`src/rtl/usb_rx_pkg.sv`:
```
// Shared types and constants for the USB full-speed receive-path controller.
//   rx_ctrl_state_t : packet sequencer states (3-bit encoding)
//   *_DEFAULT       : default timing and SYNC values used by the modules
//   phase_width()   : width of the in-bit phase counter for a given bit period
package usb_rx_pkg;

    typedef enum logic [2:0] {
        IDLE     = 3'd0,
        SYNC_RCV = 3'd1,
        DATA_RCV = 3'd2,
        WRITE    = 3'd3,
        EOP_WAIT = 3'd4,
        ERR_EOP  = 3'd5,
        ERR_IDLE = 3'd6
    } rx_ctrl_state_t;

    localparam int unsigned CLKS_PER_BIT_DEFAULT = 8;
    localparam int unsigned SAMPLE_PHASE_DEFAULT = 3;
    localparam logic [7:0]  SYNC_BYTE_DEFAULT    = 8'h80;

    function automatic int unsigned phase_width(input int unsigned clks_per_bit);
        return (clks_per_bit > 1) ? $clog2(clks_per_bit) : 1;
    endfunction

    localparam int unsigned PHASE_W_DEFAULT = phase_width(CLKS_PER_BIT_DEFAULT);

endpackage

```
`src/rtl/usb_bit_timer.sv`:
```
// Bit-sampling timer for the USB receive path.
//   clk, rst       : clock, synchronous active-high reset
//   enable         : phase/bit counters run (cleared to 0 when low)
//   sample_en      : sampling allowed in the current state
//   d_edge         : line transition pulse, re-aligns the phase counter
//   eop            : SE0 condition, suppresses sampling
//   sample_point   : phase is at the sampling instant (regardless of eop)
//   byte_aligned   : no bits of a partial byte have been shifted yet
//   shift_enable   : combinational strobe, shift register takes one bit
//   byte_received  : registered strobe, one cycle after the 8th shift
module usb_bit_timer
    import usb_rx_pkg::*;
#(
    parameter int unsigned CLKS_PER_BIT = CLKS_PER_BIT_DEFAULT,
    parameter int unsigned SAMPLE_PHASE = SAMPLE_PHASE_DEFAULT
) (
    input  logic clk,
    input  logic rst,
    input  logic enable,
    input  logic sample_en,
    input  logic d_edge,
    input  logic eop,
    output logic sample_point,
    output logic byte_aligned,
    output logic shift_enable,
    output logic byte_received
);

    localparam int unsigned PHASE_W = phase_width(CLKS_PER_BIT);
    localparam logic [PHASE_W-1:0] PHASE_LAST   = PHASE_W'(CLKS_PER_BIT - 1);
    localparam logic [PHASE_W-1:0] PHASE_SAMPLE = PHASE_W'(SAMPLE_PHASE);

    logic [PHASE_W-1:0] phase_reg, phase_next;
    logic [2:0]         bit_cnt_reg, bit_cnt_next;
    logic               byte_received_reg, byte_received_next;

    assign sample_point  = sample_en && (phase_reg == PHASE_SAMPLE);
    assign shift_enable  = sample_point && !eop;
    assign byte_aligned  = (bit_cnt_reg == 3'd0);
    assign byte_received = byte_received_reg;

    always_comb begin
        phase_next         = '0;
        bit_cnt_next       = 3'd0;
        byte_received_next = 1'b0;
        if (enable) begin
            // A line edge marks the start of a bit cell: restart the phase there.
            if (!d_edge) begin
                phase_next = (phase_reg == PHASE_LAST) ? '0 : phase_reg + PHASE_W'(1);
            end
            bit_cnt_next = bit_cnt_reg;
            if (shift_enable) begin
                // 3-bit counter wraps 7 -> 0 on the 8th shift by itself.
                bit_cnt_next       = bit_cnt_reg + 3'd1;
                byte_received_next = (bit_cnt_reg == 3'd7);
            end
        end
    end

    always_ff @(posedge clk) begin
        if (rst) begin
            phase_reg         <= '0;
            bit_cnt_reg       <= 3'd0;
            byte_received_reg <= 1'b0;
        end else begin
            phase_reg         <= phase_next;
            bit_cnt_reg       <= bit_cnt_next;
            byte_received_reg <= byte_received_next;
        end
    end

endmodule

```
`src/rtl/usb_rx_ctrl.sv`:
```
// Receive-path packet sequencer for the USB full-speed receiver.
//   clk, rst      : clock, synchronous active-high reset
//   d_edge        : one-cycle pulse on each D+ transition
//   eop           : synchronized SE0 condition
//   rcv_data      : parallel contents of the external receive shift register
//   shift_enable  : shift register samples a bit (combinational)
//   byte_received : 8 bits have been shifted (registered)
//   rcving        : packet reception in progress
//   w_enable      : one-cycle FIFO write strobe for rcv_data
//   r_error       : packet error, held until the next packet starts
module usb_rx_ctrl
    import usb_rx_pkg::*;
#(
    parameter int unsigned CLKS_PER_BIT = CLKS_PER_BIT_DEFAULT,
    parameter int unsigned SAMPLE_PHASE = SAMPLE_PHASE_DEFAULT,
    parameter logic [7:0]  SYNC_BYTE    = SYNC_BYTE_DEFAULT
) (
    input  logic       clk,
    input  logic       rst,
    input  logic       d_edge,
    input  logic       eop,
    input  logic [7:0] rcv_data,
    output logic       shift_enable,
    output logic       byte_received,
    output logic       rcving,
    output logic       w_enable,
    output logic       r_error
);

    rx_ctrl_state_t state_reg, state_next;
    logic           eop_seen_reg, eop_seen_next;
    logic           timer_enable, timer_sample_en;
    logic           sample_point, byte_aligned;

    // Sampling only happens while bits are expected; the phase keeps running
    // through WRITE so the bit following a completed byte is not lost.
    assign timer_sample_en = (state_reg == SYNC_RCV) || (state_reg == DATA_RCV);
    assign timer_enable    = timer_sample_en || (state_reg == WRITE);

    usb_bit_timer #(
        .CLKS_PER_BIT (CLKS_PER_BIT),
        .SAMPLE_PHASE (SAMPLE_PHASE)
    ) u_bit_timer (
        .clk           (clk),
        .rst           (rst),
        .enable        (timer_enable),
        .sample_en     (timer_sample_en),
        .d_edge        (d_edge),
        .eop           (eop),
        .sample_point  (sample_point),
        .byte_aligned  (byte_aligned),
        .shift_enable  (shift_enable),
        .byte_received (byte_received)
    );

    always_comb begin
        state_next = state_reg;
        case (state_reg)
            IDLE: begin
                if (d_edge) state_next = SYNC_RCV;
            end
            SYNC_RCV: begin
                if (byte_received) begin
                    state_next = (rcv_data == SYNC_BYTE) ? DATA_RCV : ERR_EOP;
                end else if (eop && sample_point) begin
                    state_next = ERR_EOP;
                end
            end
            DATA_RCV: begin
                // A completed byte takes priority; a coincident EOP is seen
                // again at the next sample point, by then byte-aligned.
                if (byte_received) begin
                    state_next = WRITE;
                end else if (eop && sample_point) begin
                    state_next = byte_aligned ? EOP_WAIT : ERR_EOP;
                end
            end
            WRITE: begin
                state_next = DATA_RCV;
            end
            EOP_WAIT: begin
                if (!eop) state_next = IDLE;
            end
            ERR_EOP: begin
                if (eop_seen_reg && !eop) state_next = ERR_IDLE;
            end
            ERR_IDLE: begin
                if (d_edge) state_next = SYNC_RCV;
            end
            default: begin
                state_next = IDLE;
            end
        endcase
    end

    // ERR_EOP may be entered before the SE0 arrives (bad SYNC), so remember
    // whether eop has been high since entry, including the entry cycle.
    assign eop_seen_next = (state_next == ERR_EOP) && (eop_seen_reg || eop);

    always_ff @(posedge clk) begin
        if (rst) begin
            state_reg    <= IDLE;
            eop_seen_reg <= 1'b0;
        end else begin
            state_reg    <= state_next;
            eop_seen_reg <= eop_seen_next;
        end
    end

    assign rcving   = (state_reg == SYNC_RCV) || (state_reg == DATA_RCV) ||
                      (state_reg == WRITE)    || (state_reg == EOP_WAIT) ||
                      (state_reg == ERR_EOP);
    assign w_enable = (state_reg == WRITE);
    assign r_error  = (state_reg == ERR_EOP) || (state_reg == ERR_IDLE);

endmodule

```
`config.mk`:
```
export PLATFORM = sky130hd
export DESIGN_NAME = usb_rx_ctrl
export DESIGN_NICKNAME = d
export VERILOG_FILES = /design/src/rtl/usb_rx_pkg.sv /design/src/rtl/usb_bit_timer.sv /design/src/rtl/usb_rx_ctrl.sv
export SDC_FILE = /design/constraint.sdc
export NUM_CORES = 1
export LEC_CHECK = 0
export BUFFER_PORTS_ARGS = -buffer_cell sky130_fd_sc_hd__buf_2
export CAP_MARGIN = 10
export CORE_MARGIN = 2
export CORE_UTILIZATION = 50
export CTS_BUF_LIST = sky130_fd_sc_hd__clkbuf_16
export DETAILED_ROUTE_END_ITERATION = 6
export PLACE_DENSITY = 0.76
export SETUP_SLACK_MARGIN = 0.3
export SLEW_MARGIN = 20
export SYNTH_ARGS = -nofsm -noshare
export SYNTH_HDL_FRONTEND = slang
export SYNTH_SLANG_ARGS = --single-unit
```
`constraint.sdc`:
```
create_clock -name clk -period 1.86 [get_ports clk]
set_input_delay 0.372 -clock clk [delete_from_list [all_inputs] [get_ports clk]]
set_output_delay 0.372 -clock clk [all_outputs]
set_load 0.01 [all_outputs]
```
==> impl_metrics.tcl <==
set metrics [dict create \
    slew_headroom_pct 58.1 \
    leakage_nw 0.390 \
    ys.warnings.count 0 \
    syn2layout_area_growth_pct 35.7 \
    critPathRequiredTime_ps 1490 \
    maxCapViolCount 0 \
    hp-class "reg -> reg" \
    fp.coreArea_sq_um 1280 \
    final_nets 117 \
    grt_pass1_vias 579 \
    grt_usage_pct 23.1 \
    grt-ovfl-total 0 \
    stdcell_area_sq_um 913 \
    die_h_microns 40.7 \
    antenna_found_initial 0 \
    grt_pass1_wl_mm 2.39 \
    cts_max_level 1 \
    fp.dieW_microns 40.7 \
    setup_viol 0 \
    synth_common_cells "11 x dfxtp_1, 11 x nor2_1, 6 x ha_1, 6 x inv_1, 4 x nor2b_1" \
    syn-num-nets 95 \
    syn_area_sq_um 673 \
    fin_skew_ps 5.09 \
    path_clk_slew_ps 40 \
    end_kind "output pin" \
    dr.pass1.iters 4 \
    wl_per_cell_microns 14.1 \
    drt_iter0_drc 18 \
    yosys.area.top_type_share_pct 32.7 \
    worstMarginPinSlew_ps 623 \
    numClockSinks 11 \
    finalHoldViolations 0 \
    postLayoutCoreUtil_pct 71.1 \
    antenna_left 0 \
    start_util_pct 52.4 \
    ys.flop_type "dfxtp_1" \
    cp_max_fo 2 \
    drc_errors 0 \
    io_buffer_count 16 \
    synthCells 77 \
    max_freq_mhz 633 \
    hpwl_mm 1.16 \
    vias 645 \
    tritoncts "built" \
    grt_max_degree 17 \
    worst_setup_path_start_kind "flop" \
    powerDensity_nw_per_um2 751 \
    root_buffer "clkbuf_16" \
    avgSynthCellArea_sq_um 8.74 \
    vdd_drop_max_mv 0.659 \
    ios 17 \
    drv_slew 0 \
    rsz0062_at_grt "yes" \
    place_area_sq_um 779 \
    yosys_register_bits 11 \
    post-place-ws_ps 99.0 \
    synth_edf_count 0 \
    clock_path_buffers 2 \
    wl_mm 1.59 \
    setup_total_negative_slack_ps 0 \
    yosysTopAreaCell "dfxtp_1" \
    critPathKind "reg -> out" \
    numCtsBuffers 3 \
    drive_above_1_share_pct 35.7 \
    rows 13 \
    dieArea_sq_um 1660 \
    period_needed_ps 1580 \
    synth_area_leaders "dfxtp_1 33%, ha_1 11%, nor2_1 6.1%" \
    cp.arrival_ps 1210 \
    async_flop_share_pct 0 \
    num_antenna_cells 0 \
    worstSkewPairLatency_ps 240 \
    routabilityCongestion 0.739 \
    synthDistinctLibCells 30 \
    vias_per_cell 5.71 \
    ys_seq_area_share_pct 32.7 \
    fin_crit_sh_pct 85.0 \
    fin_ws_ps 279 \
    status "finished, final reports clean" \
]
-- area by class of cell --
type | instances | area (sq um)
tap | 15 | 18.8
clock buffer | 3 | 75.1
fill | 98 | 372
sequential | 11 | 229
clock inverter | 1 | 3.75
multi-input combinational | 57 | 454
timing repair buffer | 20 | 110
inverter | 6 | 22.5
-- per-layer routing --
metal / share of wire, % / wire length [microns] / global-route usage, %
met1: 40 / 632 / 24.8
met2: 54 / 856 / 42.9
met3: 5.3 / 84 / 3.26
met4: 0.94 / 15 / 12.5
met5: 0 / 0 / 0
-- worst max-delay path, cell delays in order, from the launching register on --
cell,delay (ps)
dfxtp_2,340
ha_4,140
ha_4,130
nor4b_4,190
buf_2,170
-- layout by cell type (no fill, tap or decap), drive strengths merged, types with 2 or more instances in the layout --
| master | Yosys | final |
|---|---|---|
| a31oi | 3 | 3 |
| mux2i | 2 | 2 |
| nor2 | 11 | 11 |
| a21oi | 2 | 2 |
| nor2b | 4 | 4 |
| buf | 3 | 20 |
| nor3 | 2 | 2 |
| clkbuf | 0 | 3 |
| o21ai | 2 | 2 |
| inv | 6 | 7 |
| dfxtp | 11 | 11 |
| o22ai | 2 | 2 |
| nor4 | 3 | 3 |
| and3b | 2 | 2 |
| xnor2 | 2 | 2 |
| ha | 6 | 6 |
| nand2b | 2 | 2 |
| nor4b | 2 | 2 |
-- timing repair --
item,in CTS,in global routing
hold buffers,0,0
buffers inserted,1,0
pin swaps,0,1
setup endpoints to repair,6,5
resized for setup,10,4
-- per-stage QoR --
stage	std cells	hold slack, ps	power [mW]
after floorplan	77	399	0.276
after detailed placement	108	436	0.301
after global placement	108	412	0.298
final	113	443	0.686
after CTS	113	443	0.692
after global routing	113	464	0.712
-- where the power goes --
| group | switching [mW] | leakage (nW) | total (mW) | internal [mW] |
|---|---|---|---|---|
| sequential | 0.00513 | 0.0915 | 0.244 | 0.239 |
| combinational | 0.0302 | 0.256 | 0.0574 | 0.0273 |
| clock | 0.103 | 0.0423 | 0.385 | 0.282 |
| total | 0.138 | 0.390 | 0.686 | 0.548 |
-- final timing paths --
kind / startpoint / endpoint / slack (ps) / cells after the start
setup reg to reg: state_reg[2] / eop_seen_reg / 320 / 4
hold / removal: u_bit_timer.phase_reg[0] / u_bit_timer.phase_reg[0] / 440 / 1
hold reg to reg: u_bit_timer.phase_reg[0] / u_bit_timer.phase_reg[0] / 440 / 1
setup / recovery: u_bit_timer.phase_reg[0] / shift_enable / 280 / 4
-- kinds of logic (layout without fill, tap and decap cells) --
group | count (synthesis) | count (layout) | synth area share (%)
simple gates | 33 | 33 | 31.0
compound gates | 14 | 14 | 13.9
flops | 11 | 11 | 32.7
buf+inv | 9 | 30 | 5.58
fa+ha+maj | 6 | 6 | 11.2
xor+xnor | 2 | 2 | 2.60
mux | 2 | 2 | 2.97
(Power assumes the default switching activity.)
